===== src/rtl/bcd_alu_seq_if.sv =====
// Handshake and data bus of the sequential BCD ALU.
// master drives requests (testbench / host side), slave is the ALU.
interface bcd_alu_seq_if #(
  parameter int DIGITS = 2
);
  logic                  start;
  logic [1:0]            op;
  logic [4*DIGITS-1:0]   a;
  logic [4*DIGITS-1:0]   b;
  logic                  busy;
  logic                  done;
  logic [8*DIGITS-1:0]   result;
  logic                  neg;
  logic                  err;

  modport master (
    output start, op, a, b,
    input  busy, done, result, neg, err
  );

  modport slave (
    input  start, op, a, b,
    output busy, done, result, neg, err
  );
endinterface


===== src/rtl/bcd_alu_seq.sv =====
// Sequential BCD ALU: add / subtract / multiply / divide on DIGITS-digit
// BCD operands. Operands are converted to binary one digit per cycle,
// the operation runs in binary (shift-add multiply, restoring divide),
// and the 2*BW-bit binary value goes back to BCD by double-dabble.
module bcd_alu_seq #(
  parameter int DIGITS = 2
) (
  input logic           clk,
  input logic           rst,
  bcd_alu_seq_if.slave  alu
);
  localparam int POW = 10 ** DIGITS;
  localparam int BW  = $clog2(POW);
  localparam int W2  = 2 * BW;
  localparam int ND  = 2 * DIGITS;
  localparam int DW  = 4 * DIGITS;
  localparam int RW  = 8 * DIGITS;
  localparam int CW  = $clog2(W2 + 1);

  typedef enum logic [2:0] {
    S_IDLE,
    S_LOAD,
    S_EXEC,
    S_OUT,
    S_DONE
  } state_t;

  state_t          state_q;
  logic [CW-1:0]   cnt_q;
  logic [1:0]      op_q;
  logic [DW-1:0]   a_bcd_q, b_bcd_q;   // digit shifters, MSD consumed first
  logic [W2-1:0]   opa_q;              // A binary; multiplicand / dividend+quotient
  logic [BW-1:0]   b_q;                // B binary; multiplier / divisor
  logic [BW-1:0]   rem_q;              // restoring-divide partial remainder
  logic [W2-1:0]   acc_q;              // binary result fed to double-dabble
  logic [RW-1:0]   bcd_q;              // double-dabble BCD accumulator
  logic            sneg_q;             // subtract sign, published at DONE
  logic            busy_q, done_q, neg_q, err_q;
  logic [RW-1:0]   result_q;

  // Request-time error detection: any non-BCD digit, or divide by zero.
  function automatic logic bcd_bad(input logic [DW-1:0] v);
    logic bad;
    bad = 1'b0;
    for (int i = 0; i < DIGITS; i++)
      if (v[4*i +: 4] > 4'd9) bad = 1'b1;
    return bad;
  endfunction

  logic            err_in;
  logic [3:0]      a_dig, b_dig;
  logic [W2-1:0]   opa_ld;
  logic [BW-1:0]   b_ld;
  logic [BW:0]     div_sh, rem_n;
  logic            div_ge;
  logic [BW-1:0]   quo_n;
  logic [W2-1:0]   div_pack;
  logic [RW-1:0]   dd_adj, dd_next;

  // Datapath helpers: digit load, one restoring-divide step, one dabble step.
  always_comb begin
    err_in = bcd_bad(alu.a) || bcd_bad(alu.b) ||
             ((alu.op == 2'b11) && (alu.b == '0));

    a_dig  = a_bcd_q[DW-1 -: 4];
    b_dig  = b_bcd_q[DW-1 -: 4];
    opa_ld = (opa_q * W2'(10)) + W2'(a_dig);
    b_ld   = (b_q * BW'(10)) + BW'(b_dig);

    div_sh = {rem_q, opa_q[BW-1]};
    div_ge = (div_sh >= {1'b0, b_q});
    rem_n  = div_ge ? (div_sh - {1'b0, b_q}) : div_sh;
    quo_n  = {opa_q[BW-2:0], div_ge};
    // Remainder lands in the upper DIGITS decimal digits, quotient in the lower.
    div_pack = (W2'(rem_n) * W2'(POW)) + W2'(quo_n);

    dd_adj = bcd_q;
    for (int i = 0; i < ND; i++)
      if (bcd_q[4*i +: 4] >= 4'd5) dd_adj[4*i +: 4] = bcd_q[4*i +: 4] + 4'd3;
    dd_next = (dd_adj << 1) | {{(RW-1){1'b0}}, acc_q[W2-1]};
  end

  // Control FSM and all datapath registers.
  always_ff @(posedge clk) begin
    if (rst) begin
      state_q  <= S_IDLE;
      cnt_q    <= '0;
      op_q     <= '0;
      a_bcd_q  <= '0;
      b_bcd_q  <= '0;
      opa_q    <= '0;
      b_q      <= '0;
      rem_q    <= '0;
      acc_q    <= '0;
      bcd_q    <= '0;
      sneg_q   <= 1'b0;
      busy_q   <= 1'b0;
      done_q   <= 1'b0;
      neg_q    <= 1'b0;
      err_q    <= 1'b0;
      result_q <= '0;
    end else begin
      case (state_q)
        S_IDLE: begin
          done_q <= 1'b0;
          if (alu.start) begin
            op_q     <= alu.op;
            a_bcd_q  <= alu.a;
            b_bcd_q  <= alu.b;
            opa_q    <= '0;
            b_q      <= '0;
            rem_q    <= '0;
            acc_q    <= '0;
            sneg_q   <= 1'b0;
            cnt_q    <= '0;
            result_q <= '0;
            neg_q    <= 1'b0;
            if (err_in) begin
              // Bad request short-circuits straight to the done pulse.
              err_q   <= 1'b1;
              done_q  <= 1'b1;
              state_q <= S_DONE;
            end else begin
              err_q   <= 1'b0;
              busy_q  <= 1'b1;
              state_q <= S_LOAD;
            end
          end
        end

        S_LOAD: begin
          opa_q   <= opa_ld;
          b_q     <= b_ld;
          a_bcd_q <= a_bcd_q << 4;
          b_bcd_q <= b_bcd_q << 4;
          if (cnt_q == CW'(DIGITS - 1)) begin
            cnt_q   <= '0;
            state_q <= S_EXEC;
          end else begin
            cnt_q <= cnt_q + 1'b1;
          end
        end

        S_EXEC: begin
          bcd_q <= '0;
          case (op_q)
            2'b00: acc_q <= opa_q + W2'(b_q);
            2'b01: begin
              if (opa_q < W2'(b_q)) begin
                acc_q  <= W2'(b_q) - opa_q;
                sneg_q <= 1'b1;
              end else begin
                acc_q  <= opa_q - W2'(b_q);
              end
            end
            2'b10: begin
              if (b_q[0]) acc_q <= acc_q + opa_q;
              opa_q <= opa_q << 1;
              b_q   <= b_q >> 1;
            end
            default: begin
              rem_q         <= rem_n[BW-1:0];
              opa_q[BW-1:0] <= quo_n;
              acc_q         <= div_pack;
            end
          endcase
          if (!op_q[1] || (cnt_q == CW'(BW - 1))) begin
            cnt_q   <= '0;
            state_q <= S_OUT;
          end else begin
            cnt_q <= cnt_q + 1'b1;
          end
        end

        S_OUT: begin
          bcd_q <= dd_next;
          acc_q <= acc_q << 1;
          if (cnt_q == CW'(W2 - 1)) begin
            cnt_q    <= '0;
            result_q <= dd_next;
            neg_q    <= sneg_q;
            busy_q   <= 1'b0;
            done_q   <= 1'b1;
            state_q  <= S_DONE;
          end else begin
            cnt_q <= cnt_q + 1'b1;
          end
        end

        S_DONE: begin
          done_q  <= 1'b0;
          state_q <= S_IDLE;
        end

        default: state_q <= S_IDLE;
      endcase
    end
  end

  assign alu.busy   = busy_q;
  assign alu.done   = done_q;
  assign alu.result = result_q;
  assign alu.neg    = neg_q;
  assign alu.err    = err_q;

endmodule


===== src/flat_wrapper.sv =====
// flat-port wrapper written by rule: the top's interface ports become plain ports
module bcd_alu_seq_flat 
#(
  parameter int DIGITS = 2
)
  (clk, rst, alu_start, alu_op, alu_a, alu_b, alu_busy, alu_done, alu_result, alu_neg, alu_err);
  bcd_alu_seq_if #(.DIGITS(DIGITS)) alu_i ();
  input logic clk;
  input logic rst;
  input wire logic [$bits(alu_i.start)-1:0] alu_start;
  input wire logic [$bits(alu_i.op)-1:0] alu_op;
  input wire logic [$bits(alu_i.a)-1:0] alu_a;
  input wire logic [$bits(alu_i.b)-1:0] alu_b;
  output wire logic [$bits(alu_i.busy)-1:0] alu_busy;
  output wire logic [$bits(alu_i.done)-1:0] alu_done;
  output wire logic [$bits(alu_i.result)-1:0] alu_result;
  output wire logic [$bits(alu_i.neg)-1:0] alu_neg;
  output wire logic [$bits(alu_i.err)-1:0] alu_err;
  assign alu_i.start = alu_start;
  assign alu_i.op = alu_op;
  assign alu_i.a = alu_a;
  assign alu_i.b = alu_b;
  assign alu_busy = alu_i.busy;
  assign alu_done = alu_i.done;
  assign alu_result = alu_i.result;
  assign alu_neg = alu_i.neg;
  assign alu_err = alu_i.err;
  bcd_alu_seq #(.DIGITS(DIGITS)) u_core (.clk(clk), .rst(rst), .alu(alu_i));
endmodule

===== config.mk =====
export PLATFORM = sky130hd
export DESIGN_NAME = bcd_alu_seq_flat
export DESIGN_NICKNAME = d
export VERILOG_FILES = /design/src/rtl/bcd_alu_seq_if.sv /design/src/rtl/bcd_alu_seq.sv /design/src/flat_wrapper.sv
export SDC_FILE = /design/constraint.sdc
export NUM_CORES = 1
export LEC_CHECK = 0
export CAP_MARGIN = 20
export CORE_ASPECT_RATIO = 0.9
export CORE_MARGIN = 4
export CORE_UTILIZATION = 67
export DETAILED_ROUTE_END_ITERATION = 10
export GPL_TIMING_DRIVEN = 0
export PLACE_DENSITY = 0.87
export SLEW_MARGIN = 10
export SYNTH_ARGS = -nofsm -noshare
export SYNTH_HDL_FRONTEND = slang
export SYNTH_SLANG_ARGS = --single-unit

===== constraint.sdc =====
create_clock -name clk -period 9.25 [get_ports clk]
set_clock_uncertainty 0.05 [all_clocks]
set_input_delay 1.85 -clock clk [delete_from_list [all_inputs] [get_ports clk]]
set_output_delay 1.85 -clock clk [all_outputs]
set_load 0.02 [all_outputs]

Yosys cells after proc, flatten, opt, wreduce, memory -nomap -nowiden

Cells that the tools add are included.

Register bits after elaboration: 104
Output and inout bits: 20
Word-level logic and storage cells: 150

$add $sub $neg: 13
$mul: 3
Order comparisons: 10
Equality and inequality tests: 21
Mux-type cells: 55
Bitwise operators: 1
Reductions and logical operators: 30

Operators by type and width:

| cell                  | count |
|---|---|
| $pmux 14 s3           | 3 |
| $pmux 16 s2           | 2 |
| $mux 14               | 3 |
| $mux 16               | 2 |
| $pmux 8 s2            | 2 |
| $add 14x7->14         | 2 |
| $mux 4                | 7 |
| $mux 7                | 4 |
| $pmux 7 s2            | 2 |
| $mux 8                | 3 |
| $pmux 7 s3            | 1 |
| $mux 3                | 6 |
| $ge 4x3->1 const B    | 4 |
| $gt 4x4->1 const B    | 4 |
| $or 16x1->16          | 1 |
| $pmux 4 s4            | 1 |
| $reduce_and 3->1      | 5 |
| $add 14x14->14        | 1 |
| $add 14x4->14         | 1 |
| $lt 14x7->1           | 1 |
| $mul 14x3->13 const B | 1 |
| $mux 1                | 14 |
| $sub 14x7->14         | 1 |
| $sub 7x14->14         | 1 |
| 35 further kinds      | 61 |

Depth between registers and ports, before layout

Depth after elaboration: 8
Mapped depth: 26
Depth with buffers taken out: 25

Least setup slack after synthesis

No wires, ideal clock.

Path kind: reg2reg
Start point: register u_core.b_q[1]
End point: register u_core.acc_q[13]
Setup time: 136 ps
Arrival: 5645 ps
Setup slack: 3419 ps
Cell stages (with the launch flop): 23
Path buffers: 1
Clock period less this slack: 5831 ps
Path through: dfxtp_1 -> inv_1 -> fa_1 -> a21o_1 -> a21oi_1 -> o21bai_1 -> a21o_1 -> a21oi_1 -> clkbuf_1 -> mux2_2 -> ha_1 -> ha_1 -> ha_1 -> inv_1 -> fa_1 -> nand2b_1 -> a21oi_1 -> xor2_1 -> nand3_1 -> nor4bb_1 -> xnor3_1 -> o21ai_0 -> o32ai_1

Longest elaborated chain between the ends: 6
Elaborated cells on any way between the ends: 12
Classes of those cells: 5 x add/sub; 1 x mul; 2 x order compare; 4 x mux

RTL lines:

| item                                      | RTL line                             | text |
|---|---|---|
| start, declared                           | bcd_alu_seq.sv:33                    | `logic [BW-1:0] b_q;` |
| start signal, assigned                    | bcd_alu_seq.sv:133                   | `b_q <= b_ld;` |
| start signal, assigned                    | bcd_alu_seq.sv:159                   | `b_q <= b_q >> 1;` |
| $sub 8x7->8 or $ge 8x7->1 (tied branches) | bcd_alu_seq.sv:72, bcd_alu_seq.sv:71 |  |
| $mux 8                                    | bcd_alu_seq.sv:72                    | `rem_n = div_ge ? (div_sh - {1'b0, b_q}) : div_sh;` |
| $mul 8x5->12                              | bcd_alu_seq.sv:75                    | `div_pack = (W2'(rem_n) * W2'(POW)) + W2'(quo_n);` |
| $add 14x7->14                             | bcd_alu_seq.sv:75                    |  |
| $pmux 14 s3 *                             | bcd_alu_seq.sv:146                   | `case (op_q)` |
| $pmux 14 s3 *                             | bcd_alu_seq.sv:103                   | `case (state_q)` |
| end signal, assigned                      | bcd_alu_seq.sv:147                   | `2'b00: acc_q <= opa_q + W2'(b_q);` |
| end signal, assigned                      | bcd_alu_seq.sv:150                   | `acc_q <= W2'(b_q) - opa_q;` |
| end signal, assigned                      | bcd_alu_seq.sv:153                   | `acc_q <= opa_q - W2'(b_q);` |
| end, declared                             | bcd_alu_seq.sv:35                    | `logic [W2-1:0] acc_q;` |

Every way passes the cells marked *; elsewhere a longest branch is shown, timed or not.
A chain may end at the register's enable or synchronous reset.

Worst setup path in the final report

Ends and elaborated chain as after synthesis.

==> key figures <==
Logic synthesis
  – Netlist cell types: 69
  – Yosys warnings: 0
  – Synth top area share: 23.9%
  – Cells after Synth: ~1100
  – Register bit count reported by yosys: ~100
  – Commonest cells post-synth: 121 x nor2_1, 116 x a21oi_1, 111 x nand2_1
  – Post-synth EDFFs: 0
  – Area of the mapped netlist: 8710 um2
  – Most frequent cell after synthesis: nor2_1
  – Syn Nets: between 1000 and 1500
  – Post-synthesis area per instance: 7.70 um2
  – Top post-synthesis cells by area: dfxtp_1 24%, ha_1 15%, a21oi_1 6.7%, nor2_1 5.2%, nand2_1 4.8%
  – Sequential fraction of the synthesis area: 23.9%
  – Ys async rst share: 0%
  – Ys flop type: dfxtp_1
  – Synth area leader: dfxtp_1

Routing
  – DRC: 0
  – DR WL/cell: 17.8 um
  – Post-Route WL: 24.1 mm
  – Vias: roughly 8700
  – Initial DRT Pass Iterations: 7
  – Initial DRC count: between 800 and 900
  – Via density: between 6 and 7
  – Antenna Nets Post-Route: 0

Timing
  – Final period util: 75.5%
  – Shortest period the worst path allows: about 7 ns
  – Final TNS setup: 0 ns
  – Hold Slack: roughly 0.4 ns
  – Slew Limit Fails: 0
  – Slew HR: between 30% and 40%
  – Max frequency: 143 MHz
  – Final Hold Viols: 0
  – RSZ-0062 raised after global routing: false
  – Final setup viols: 0
  – Least-Margin Pin Slew: 0.903 ns

Power
  – Pint: 814 uW
  – Sw Pwr: 460 uW
  – Final Total Pwr: 1270 uW
  – Comb pwr share: 31.8%
  – Flop pwr share: 38.5%
  – Sw Share: 36.1%
  – PwrDens: 133 nW/um2
  – Clock power frac: 29.7%
  – Worst VDD drop: 0.110 mV
  – Leak pwr: about 0.0039 uW

Floorplan
  – Die Wd: 128 um
  – Starting density of the core: 68.7%
  – Core area: 12700 um2
  – Row Count: 39
  – Die area: 14900 um2
  – Io pins: 41
  – Die H: roughly 120 um

Worst hold path
  – Hold worst-path end: u_core.alu.result[5]$_SDFFE_PP0P_
  – HP Class: register to register
  – Cell depth of the worst hold path: 2
  – Hold path startpoint: u_core.alu.result[5]$_SDFFE_PP0P_

Global routing
  – Largest net degree at the start of global routing: 20
  – Number of global-route vias before repair: 8122
  – GR Util met2: 53.0%
  – Global-route wire length before repair: 39.5 mm
  – Overflow after GRT: 0
  – Routing usage on met1: 43.2%
  – Initial antenna violation count: 0
  – M3 GR Usage: around 6.5%
  – GR peak layer: met2
  – GRT Total Usage: between 30% and 40%

Setup path
  – Crit Reg-Reg Endpoint: u_core.acc_q[13]$_SDFFE_PP0P_
  – Reg2reg path depth: 24
  – CP Class: register to register
  – Critical Path Sink Type: register
  – R2R Setup Slk: around 2.3 ns
  – Worst R2R Start: u_core.b_q[1]$_SDFFE_PP0P_
  – Worst setup SP type: register
  – Worst Path Arrival: 7.16 ns
  – Critical-path maximum fanout: 10
  – CP required: 9.42 ns

Final layout
  – Nets@finish: 1320
  – Final Util: between 70% and 80%
  – Share of post-route cells with drive strength above 1: between 3 and 4%
  – Fin area: between 9000 and 10000 um2
  – Area grow syn2layout: 10.2%
  – # diodes: 0

Clocking
  – Post_cts resized: 0
  – Post-CTS Hold Buffers: 0
  – Total CTS buffers: 9
  – TritonCTS clock tree: built
  – H-tree depth: 3
  – Clock transition at path regs: 0.08 ns
  – Clock Sinks: 104
  – Worst-skew pair later-pin latency: 0.36 ns
  – Clk root buf: clkbuf_16
  – # Post-CTS Setup Buffers: 0
  – Clock Path Buffers: 2

Placed design
  – Detailed Place HPWL: around 18 mm
  – Dpl cell area: 9310 um2
  – PortBufs: 39
  – Routability-driven placement congestion ratio: 0.958

Status
  – Status: finished clean

Job
  – Max-Cap Viols: 0
-- metal layers --
layer  share of wire (%)  vias up
met5                   0        -
met4                 3.3        0
met3                 8.0       77
met2                  45      388
met1                  43     4062
li1                    -     4160
-- cell type report --
class	instances	area (um2)
Buffer	54	213
Clock buffer	9	225
Clock inverter	7	66.3
Inverter	67	251
Multi-Input combinational cell	907	6160
Fill cell	1049	3090
Sequential cell	104	2080
Tap cell	164	205
Timing Repair Buffer	39	390
-- placed cells by master, fill, tap and decap left out, types with 6 or more instances in the layout --
cell / instances
a21o_1: 18
a21oi_1: 116
a221oi_1: 7
nor2_1: 121
xnor2_1: 42
o221ai_1: 6
mux2i_1: 7
o21bai_1: 10
o31ai_1: 6
nand4_1: 6
a22oi_1: 16
a32o_1: 6
clkbuf_16: 9
xor2_1: 25
clkdlybuf4s50_1: 39
ha_1: 105
a211oi_1: 18
a311oi_1: 11
and3_1: 6
nor4_1: 8
or3_1: 8
o21ai_0: 62
fa_1: 12
clkbuf_1: 47
nand2_1: 111
or2_2: 7
nor2b_1: 13
nand2b_1: 17
inv_1: 67
nor3_1: 27
a31oi_1: 12
nand3_1: 31
dfxtp_1: 104
and2_1: 10
-- metrics by stage --
step | std cells | worst slack [ns]
5_1_grt | 1351 | 1.82
6_report | 1351 | 2.26
2_1_floorplan | 1132 | 3.42
3_5_place_dp | 1335 | 2.34
3_3_place_gp | 1335 | 2.42
4_1_cts | 1351 | 2.32
-- critical path: stages, from the launching register on --
cell	delay, ns
dfxtp_1	0.56
inv_1	0.26
fa_1	0.48
a21o_1	0.18
a21oi_1	0.23
o21bai_1	0.10
a21o_1	0.20
a21oi_1	0.46
clkbuf_1	0.50
nand2_1	0.10
o21ai_0	0.26
ha_1	0.36
ha_1	0.28
inv_1	0.05
fa_1	0.50
inv_1	0.04
ha_1	0.23
a211oi_1	0.34
o21bai_1	0.13
a21oi_1	0.23
xnor2_1	0.20
nor4bb_1	0.41
xnor3_1	0.39
o21ai_0	0.20
o32ai_1	0.11
-- power by group through the flow --
stage	Sequential, uW	Combinational (uW)	Clock (uW)
2_1_floorplan	489	298	0
3_3_place_gp	499	386	0
3_5_place_dp	499	395	0
4_1_cts	489	397	382
5_1_grt	491	448	396
6_report	490	405	379
-- cell families after synthesis --
family                   synth area share, %
flip-flops                              23.9
XOR/XNOR                                7.00
AO/OA/AOI/OAI                           24.1
adder cells (fa/ha/maj)                 17.8
AND/OR/NAND/NOR                         20.5
buffers and inverters                   5.33
multiplexers                            1.32
-- registers in the layout, summed over array words and instances (netlist names), 2 cells and up --
signal,cells
u_core.state_q,3
u_core.op_q,2
u_core.a_bcd_q,8
u_core.cnt_q,4
u_core.rem_q,7
u_core.acc_q,14
u_core.b_q,7
u_core.b_bcd_q,8
u_core.opa_q,14
u_core.alu.result,16
u_core.bcd_q,16
-- worst max-delay path by stage --
stage / from / to / slack, ns / cells after the start
6_report: u_core.b_q[1]$_SDFFE_PP0P_ / u_core.acc_q[13]$_SDFFE_PP0P_ / 2.26 / 24
5_1_grt: u_core.b_q[1]$_SDFFE_PP0P_ / u_core.acc_q[13]$_SDFFE_PP0P_ / 1.82 / 24
4_1_cts: u_core.b_q[1]$_SDFFE_PP0P_ / u_core.acc_q[13]$_SDFFE_PP0P_ / 2.32 / 24
3_5_place_dp: u_core.b_q[1]$_SDFFE_PP0P_ / u_core.acc_q[13]$_SDFFE_PP0P_ / 2.34 / 24
3_3_place_gp: u_core.b_q[1]$_SDFFE_PP0P_ / u_core.acc_q[13]$_SDFFE_PP0P_ / 2.42 / 24
2_1_floorplan: u_core.b_q[1]$_SDFFE_PP0P_ / u_core.acc_q[13]$_SDFFE_PP0P_ / 3.42 / 22
Note: power is estimated with default switching activity, not from simulation.
